**src/rtl/pc_fetch_unit.sv**
```systemverilog
// Program-counter register and instruction-fetch sequencer (IDLE/REQ/WAIT/HOLD).
// Optional misaligned-redirect trap is built when PC_ALIGN_CHECK_EN is defined.
module pc_fetch_unit #(
  parameter logic [31:0] RESET_PC  = 32'h0000_0000,
  parameter logic [31:0] PC_STEP   = 32'd4,
  parameter logic [31:0] NOP_INSTR = 32'h0000_0013
) (
  input  logic        clk,
  input  logic        rst,
  input  logic        stall,
  input  logic        redirect_valid,
  input  logic [31:0] redirect_pc,
  output logic [31:0] pc_addend,
  output logic [31:0] pc_step,
  input  logic [31:0] pc_sum,
  output logic        imem_req,
  output logic [31:0] imem_addr,
  input  logic        imem_gnt,
  input  logic        imem_rvalid,
  input  logic [31:0] imem_rdata,
  output logic        if_valid,
  input  logic        if_ready,
  output logic [31:0] if_pc,
  output logic [31:0] if_instr
`ifdef PC_ALIGN_CHECK_EN
  ,
  output logic        if_misalign
`endif
);

  typedef enum logic [1:0] {IDLE, REQ, WAIT, HOLD} state_t;

  state_t      state;
  state_t      redir_state;
  logic        redir_kill;
  logic        kill;
  logic        trap;
  logic [31:0] pc;

`ifdef PC_ALIGN_CHECK_EN
  function automatic logic [31:0] align_pc(input logic [31:0] a);
    return a;
  endfunction

  assign trap = if_misalign;
`else
  // Without the trap, a misaligned target is silently snapped to a word boundary.
  function automatic logic [31:0] align_pc(input logic [31:0] a);
    return a & ~32'h0000_0003;
  endfunction

  assign trap = 1'b0;
`endif

  assign pc_addend = pc;
  assign pc_step   = PC_STEP;
  assign imem_addr = pc;
  assign imem_req  = (state == REQ) && !stall;

  // A redirect that races an accepted request or a pending response must
  // remember to drop the stale word that is still on its way back.
  always_comb begin
    redir_state = REQ;
    redir_kill  = 1'b0;
    case (state)
      REQ: begin
        if (imem_req && imem_gnt) begin
          redir_state = WAIT;
          redir_kill  = 1'b1;
        end
      end
      WAIT: begin
        if (!imem_rvalid) begin
          redir_state = WAIT;
          redir_kill  = 1'b1;
        end
      end
      default: begin
        redir_state = REQ;
        redir_kill  = 1'b0;
      end
    endcase
  end

  always_ff @(posedge clk) begin
    if (rst) begin
      pc       <= RESET_PC;
      state    <= IDLE;
      kill     <= 1'b0;
      if_valid <= 1'b0;
      if_pc    <= 32'h0000_0000;
      if_instr <= NOP_INSTR;
`ifdef PC_ALIGN_CHECK_EN
      if_misalign <= 1'b0;
`endif
    end else if (redirect_valid) begin
      pc       <= align_pc(redirect_pc);
      state    <= redir_state;
      kill     <= redir_kill;
      if_valid <= 1'b0;
`ifdef PC_ALIGN_CHECK_EN
      if_misalign <= 1'b0;
      if (redirect_pc[1:0] != 2'b00) begin
        state       <= HOLD;
        kill        <= 1'b0;
        if_valid    <= 1'b1;
        if_misalign <= 1'b1;
        if_pc       <= redirect_pc;
        if_instr    <= NOP_INSTR;
      end
`endif
    end else begin
      case (state)
        IDLE: state <= REQ;
        REQ: begin
          if (imem_req && imem_gnt) state <= WAIT;
        end
        WAIT: begin
          if (imem_rvalid) begin
            if (kill) begin
              kill  <= 1'b0;
              state <= REQ;
            end else begin
              if_instr <= imem_rdata;
              if_pc    <= pc;
              if_valid <= 1'b1;
              pc       <= pc_sum;
              state    <= HOLD;
            end
          end
        end
        HOLD: begin
          if (if_ready && !stall && !trap) begin
            if_valid <= 1'b0;
            state    <= REQ;
          end
        end
        default: state <= IDLE;
      endcase
    end
  end

endmodule
```
**config.mk**
```make
export PLATFORM = sky130hd
export DESIGN_NAME = pc_fetch_unit
export DESIGN_NICKNAME = d
export VERILOG_FILES = /design/src/rtl/pc_fetch_unit.sv
export SDC_FILE = /design/constraint.sdc
export NUM_CORES = 1
export LEC_CHECK = 0
export ABC_CLOCK_PERIOD_IN_PS = 2100
export BUFFER_PORTS_ARGS = -buffer_cell sky130_fd_sc_hd__buf_4
export CAP_MARGIN = 20
export CORE_MARGIN = 3
export CORE_UTILIZATION = 44
export CTS_BUF_LIST = sky130_fd_sc_hd__clkbuf_16
export DETAILED_ROUTE_END_ITERATION = 7
export GPL_TIMING_DRIVEN = 0
export PLACE_DENSITY = 0.85
export REMOVE_ABC_BUFFERS = 1
export SLEW_MARGIN = 0
export SYNTH_ARGS = -nofsm -noshare
export SYNTH_HDL_FRONTEND = slang
export SYNTH_SLANG_ARGS = --single-unit
```
**constraint.sdc**
```tcl
create_clock -name clk -period 2.1 [get_ports clk]
set_input_delay 0.21 -clock clk [delete_from_list [all_inputs] [get_ports clk]]
set_output_delay 0.21 -clock clk [all_outputs]
set_load 0.01 [all_outputs]
```
==> qor.txt, run 1 <==
clk slew on worst S/H paths = 0.07 ns
CP arrival = 2.10 ns
Max FO, Critical Path = 18
DR iter-0 viols = 207
sequential share of the synthesized area = 44.1%
Die W = 108 um
DRC errors left = 0
Max Fclk = 521 MHz
Rows = 36
GP Congestion = 0.798
min cycle time layout = 1.92 ns
IO Pins = 265
die area = 0.0116 mm^2
Max Cap Viol = 0
critical path cell sequence = inv_1 -> ha_1 -> nand3b_4 -> mux2_1 -> mux2i_1 -> nor2_1
global-route wire length before repair = 18.3 mm
Final Util = 63.1%
CTS Hold Buffers Added = 0
critical path data required time = 2.28 ns
crit share post-route = 91.4%
count leader, synth = nand2_1
I/O Buffers = 230
area leader, netlist = dfxtp_1
Clk Tree Root Cell = clkbuf_16
commonest cells in the netlist = 132 x nand2_1, 100 x dfxtp_1, 66 x a21oi_1
placed insts = 822
Buffers & Inverters on Critical Path = 1
unrepaired setup endpoints after global routing = false
WL per Instance = 14.3 um
aggregate routed wire length = 12.1 mm
crit path kind = reg2reg
Synthesis Warnings = 0
Min-Delay Path Class = in2reg
Nets = 811
Sink Count = 100
Avg Inst Size Synth = 8.68 um^2
Primary FF master, synth = dfxtp_1
Finish-stage setup viols = 0
Max Root-Sink Buffers = 2
initial core utilization = 45.8%
GRT Total Usage = 19.8%
CTS tree = done
DRT Pass-1 Iters = 5
Final HPWL DP = 8.54 mm
Final ANT Viol Nets = 0
Slew HR = 33.2%
Leak Pwr = 2.96 nW
clock skew = 0.0116 ns
Layout area overhead = 37.6%
Slew Viols, Final = 0
crit path launch = state[0]$_SDFFE_PP0P_
Hold Path Origin = imem_rdata[1]
share of cells above drive strength 1 = 36.2%
post-synth cell types = 30
Clk Latency, worst-skew pair = 0.33 ns
largest net degree at the start of global routing = 102
Mapped Cells = 523
worst-margin pin slew = 1.00 ns
TritonCTS Buffers = 9
die height = 108 um
outcome = finished clean
share of synthesized registers carrying an async set or reset = 0%
Cell Area, Synth = 0.00454 mm^2
Vias/cell = 4.78
Yosys reg bits = 100
Post-Layout Cell Count = 841
CP endpoint kind = flip-flop
overflow left after global routing = 0
via count = 4,020
H-tree Lvls = 3
EDFF count, synth = 0
crit-path max cell delay = 0.42 ns
final hold vios = 0
crit path launch type = flip-flop
top cells by area, synth = dfxtp_1 44%, nand2_1 11%, buf_4 11%, a21oi_1 7.3%, mux2i_1 7.1%
initial antenna violation count = 0
Core ar. = 0.00991 mm^2
diode count = 0
CP max-delay cell = mux2_1
PwrDens = 668 mW/mm^2
Critical R2R Launch = state[0]$_SDFFE_PP0P_
vias in the first global route = 3,825
final hold slack = 0.112 ns
Peak VDD IR = 0.381 mV
Worst path top cell family by delay = multiplexers
post-synth top area share = 44.1%
report_power, final:
group / switching (mW) / internal (mW) / leakage, nW
logic: 0.284 / 0.327 / 2.01
registers: 0.0528 / 1.95 / 0.812
clock network: 0.657 / 0.905 / 0.131
total: 0.993 / 3.18 / 2.96
registers in the layout, indices dropped and copies added, names as in the netlist:
register	flops
imem_addr	32
if_instr	32
if_valid	1
if_pc	32
kill	1
state	2
cells by family (layout without fill, tap and decap cells):
logic type | after synthesis | in the layout | synth area share, %
AO/OA/AOI/OAI | 74 | 74 | 8.57
adder cells (fa/ha/maj) | 3 | 3 | 0.827
buffers and inverters | 99 | 252 | 15.3
flip-flops | 100 | 100 | 44.1
multiplexers | 62 | 62 | 14.5
other | 2 | 32 | 0.165
AND/OR/NAND/NOR | 183 | 185 | 16.6
what timing repair did:
item / CTS / global route
setup endpoints to repair: 69 / 6
cloned: 2 / 0
pin swaps: 2 / 1
buffers inserted: 3 / 0
resized for setup: 2 / 0
cell usage in the layout (no fill, tap or decap), types with 2 or more instances in the layout:
cell type and count:
a21oi_1 66, buf_12 3, buf_4 232, clkbuf_16 9
clkinvlp_4 3, conb_1 32, dfxtp_1 100, ha_1 3
inv_1 4, mux2_1 27, mux2_2 3, mux2i_1 32
nand2_1 132, nand2b_1 3, nand3b_1 5, nand3b_4 2
nor2_1 33, nor2b_1 3, nor3_1 3, o21ai_0 2
routing by layer:
metal  vias to the layer above  part of all wire (%)  GRT usage (%)
li1                       1972                     -              -
met1                      1826                    38           21.6
met2                       200                    51           36.6
met3                        22                   8.8           4.98
met4                         0                   2.1           7.30
met5                         -                     0              0
area by class of cell:
type	count	area (um^2)
Clock buffer	9	225
Clock inverter	5	56.3
Fill cell	799	3660
Inverter	3	11.3
Multi-Input combinational cell	356	1990
Sequential cell	100	2000
Tap cell	133	166
Timing Repair Buffer	235	1800
final timing paths:
check	to	slack, ns	cells after the start
min	if_instr[1]$_SDFFE_PP1P_	0.11	3
max reg2reg	imem_addr[17]$_SDFFE_PP0P_	0.18	6
max	imem_addr[17]$_SDFFE_PP0P_	0.18	6
min reg2reg	if_pc[0]$_SDFFE_PP0P_	0.45	2
worst reg2reg max path, stage by stage (launching register included):
cell	delay (ns)
dfxtp_1	0.35
inv_1	0.07
ha_1	0.39
nand3b_4	0.36
mux2_1	0.43
mux2i_1	0.13
nor2_1	0.05
stage by stage:
stage	area (um^2)	power (mW)	setup WS [ns]	TNS, ns
CTS	6250	4.23	0.147	0
global placement	5860	2.62	-1.17	-73.83
global route	6250	4.35	0.00956	0
detailed placement	5900	2.64	-0.431	-22.41
finish	6250	4.18	0.181	0
floorplan	3970	2.27	-0.365	-23.22
Note: power is estimated with default switching activity, not from simulation.
==> inputs of run 2 (changes only) <==
ABC_CLOCK_PERIOD_IN_PS = 2170   (was 2100)
clock period = 2.17 ns   (was 2.1 ns; I/O delays follow)
==> run 2 against run 1 <==
Compared with the run above:
- utilization did not move
- via count decreased by 0.25%
- non-clock buffer count unchanged
- final cell count unchanged
- global-route usage stayed put
- sequential power is 3% lower
- critical path depth unchanged
- critical endpoint unchanged
==> qor.txt, run 2 (same netlist as run 1, synthesis figures left out) <==
critical path data required time = 2.35 ns
hold worst-path end = if_instr[1]$_SDFFE_PP1P_
Core ar. = 0.00991 mm^2
via count = 4,010
Vias/cell = 4.77
final hold vios = 0
unrepaired setup endpoints after global routing = false
clock skew = 0.0117 ns
Layout fillers = 799
Clk Tree Root Cell = clkbuf_16
DR iter-0 viols = 207
initial antenna violation count = 0
share of cells above drive strength 1 = 36.2%
aggregate routed wire length = 12.1 mm
GRT Total Usage = 19.8%
Final HPWL DP = 8.54 mm
Max FO, Critical Path = 18
GP Congestion = 0.798
Final Util = 63.1%
Worst R2R Path Depth = 6
PwrDens = 647 mW/mm^2
TritonCTS Buffers = 9
CTS tree = done
commonest non-fill, non-tap cell in the layout = buf_4
DRT Pass-1 Iters = 5
Nets = 811
Hold Path Origin = imem_rdata[1]
Critical R2R Launch = state[0]$_SDFFE_PP0P_
WL per Instance = 14.3 um
clk slew on worst S/H paths = 0.07 ns
Leak Pwr = 2.96 nW
largest net degree at the start of global routing = 102
worst reg-to-reg setup slack = 0.23 ns
diode count = 0
total chip power = 4.04 mW
crit share post-route = 89.3%
IO Pins = 265
RR Endpoint = imem_addr[17]$_SDFFE_PP0P_
crit path launch type = flip-flop
Slew HR = 33.2%
CP arrival = 2.12 ns
Max Cap Viol = 0
Max Fclk = 516 MHz
Clk Latency, worst-skew pair = 0.33 ns
H-tree Lvls = 3
Slew Viols, Final = 0
initial core utilization = 45.8%
Finish-stage setup viols = 0
Die W = 108 um
min cycle time layout = 1.94 ns
crit path kind = reg2reg
CP endpoint kind = flip-flop
worst-margin pin slew = 1.00 ns
global-route wire length before repair = 18.3 mm
most frequent cells in the layout = 232 x buf_4, 132 x nand2_1, 100 x dfxtp_1
die height = 108 um
hold depth = 3
die area = 0.0116 mm^2
Peak VDD IR = 0.369 mV
Max Root-Sink Buffers = 2
I/O Buffers = 230
overflow left after global routing = 0
Layout area overhead = 37.6%
Min-Delay Path Class = in2reg
Rows = 36
Sink Count = 100
outcome = finished clean
vias in the first global route = 3,825
Final ANT Viol Nets = 0
DRC errors left = 0
-- run 2: cell counts in the layout (fill, tap and decap cells not counted) --
Identical to the previous run, type by type.
-- run 2: per-layer routing --
layer,share of wire [%],global-route usage (%)
met1,38,21.6
met2,51,36.6
met3,8.8,4.98
met4,2.1,7.30
met5,0,0
-- run 2: worst max-delay path by stage --
stage / startpoint / to / cells after the start
final: state[0]$_SDFFE_PP0P_ / imem_addr[17]$_SDFFE_PP0P_ / 6
after global routing: state[0]$_SDFFE_PP0P_ / imem_addr[29]$_SDFFE_PP0P_ / 6
after CTS: state[0]$_SDFFE_PP0P_ / imem_addr[29]$_SDFFE_PP0P_ / 6
after detailed placement: state[0]$_SDFFE_PP0P_ / if_instr[21]$_SDFFE_PP0P_ / 7
after global placement: state[0]$_SDFFE_PP0P_ / if_instr[16]$_SDFFE_PP0P_ / 6
after floorplan: state[0]$_SDFFE_PP0P_ / if_instr[10]$_SDFFE_PP0P_ / 6
-- run 2: worst max-delay path: stages (launching register included) --
cell	delay (ns)
dfxtp_1	0.34
inv_1	0.07
ha_1	0.39
nand3b_4	0.38
mux2_1	0.43
mux2i_1	0.13
nor2_1	0.05
-- run 2: layout make-up --
class / count / area, um^2 / share of cell area (%)
clock buffer: 9 / 225 / 3.60
clock inverter: 5 / 56.3 / 0.901
inverter: 3 / 11.3 / 0.180
multi-input combinational: 356 / 1990 / 31.8
sequential: 100 / 2000 / 32.0
tap: 133 / 166 / 2.66
timing repair buffer: 235 / 1800 / 28.8
-- run 2: report_power, final --
part / leakage, nW / internal [mW] / switching (mW)
registers: 0.812 / 1.89 / 0.0510
logic: 2.01 / 0.316 / 0.274
clock network: 0.131 / 0.876 / 0.636
total: 2.96 / 3.08 / 0.961
-- run 2: stage by stage --
step / setup TNS (ns) / hold WS [ns] / area [um^2] / cells / setup slack (ns)
floorplan: -18.74 / 0.286 / 3970 / 457 / -0.295
global placement: -69.35 / 0.436 / 5860 / 820 / -1.10
detailed placement: -17.91 / 0.447 / 5900 / 822 / -0.361
CTS: 0 / 0.102 / 6250 / 841 / 0.217
global route: 0 / 0.112 / 6250 / 841 / 0.0535
finish: 0 / 0.119 / 6250 / 841 / 0.232
-- run 2: what timing repair did --
action | 4_1_cts | 5_1_grt
hold buffers | 0 | 0
resized for setup | 2 | 0
buffers inserted | 3 | 0
setup endpoints to repair | 64 | 0
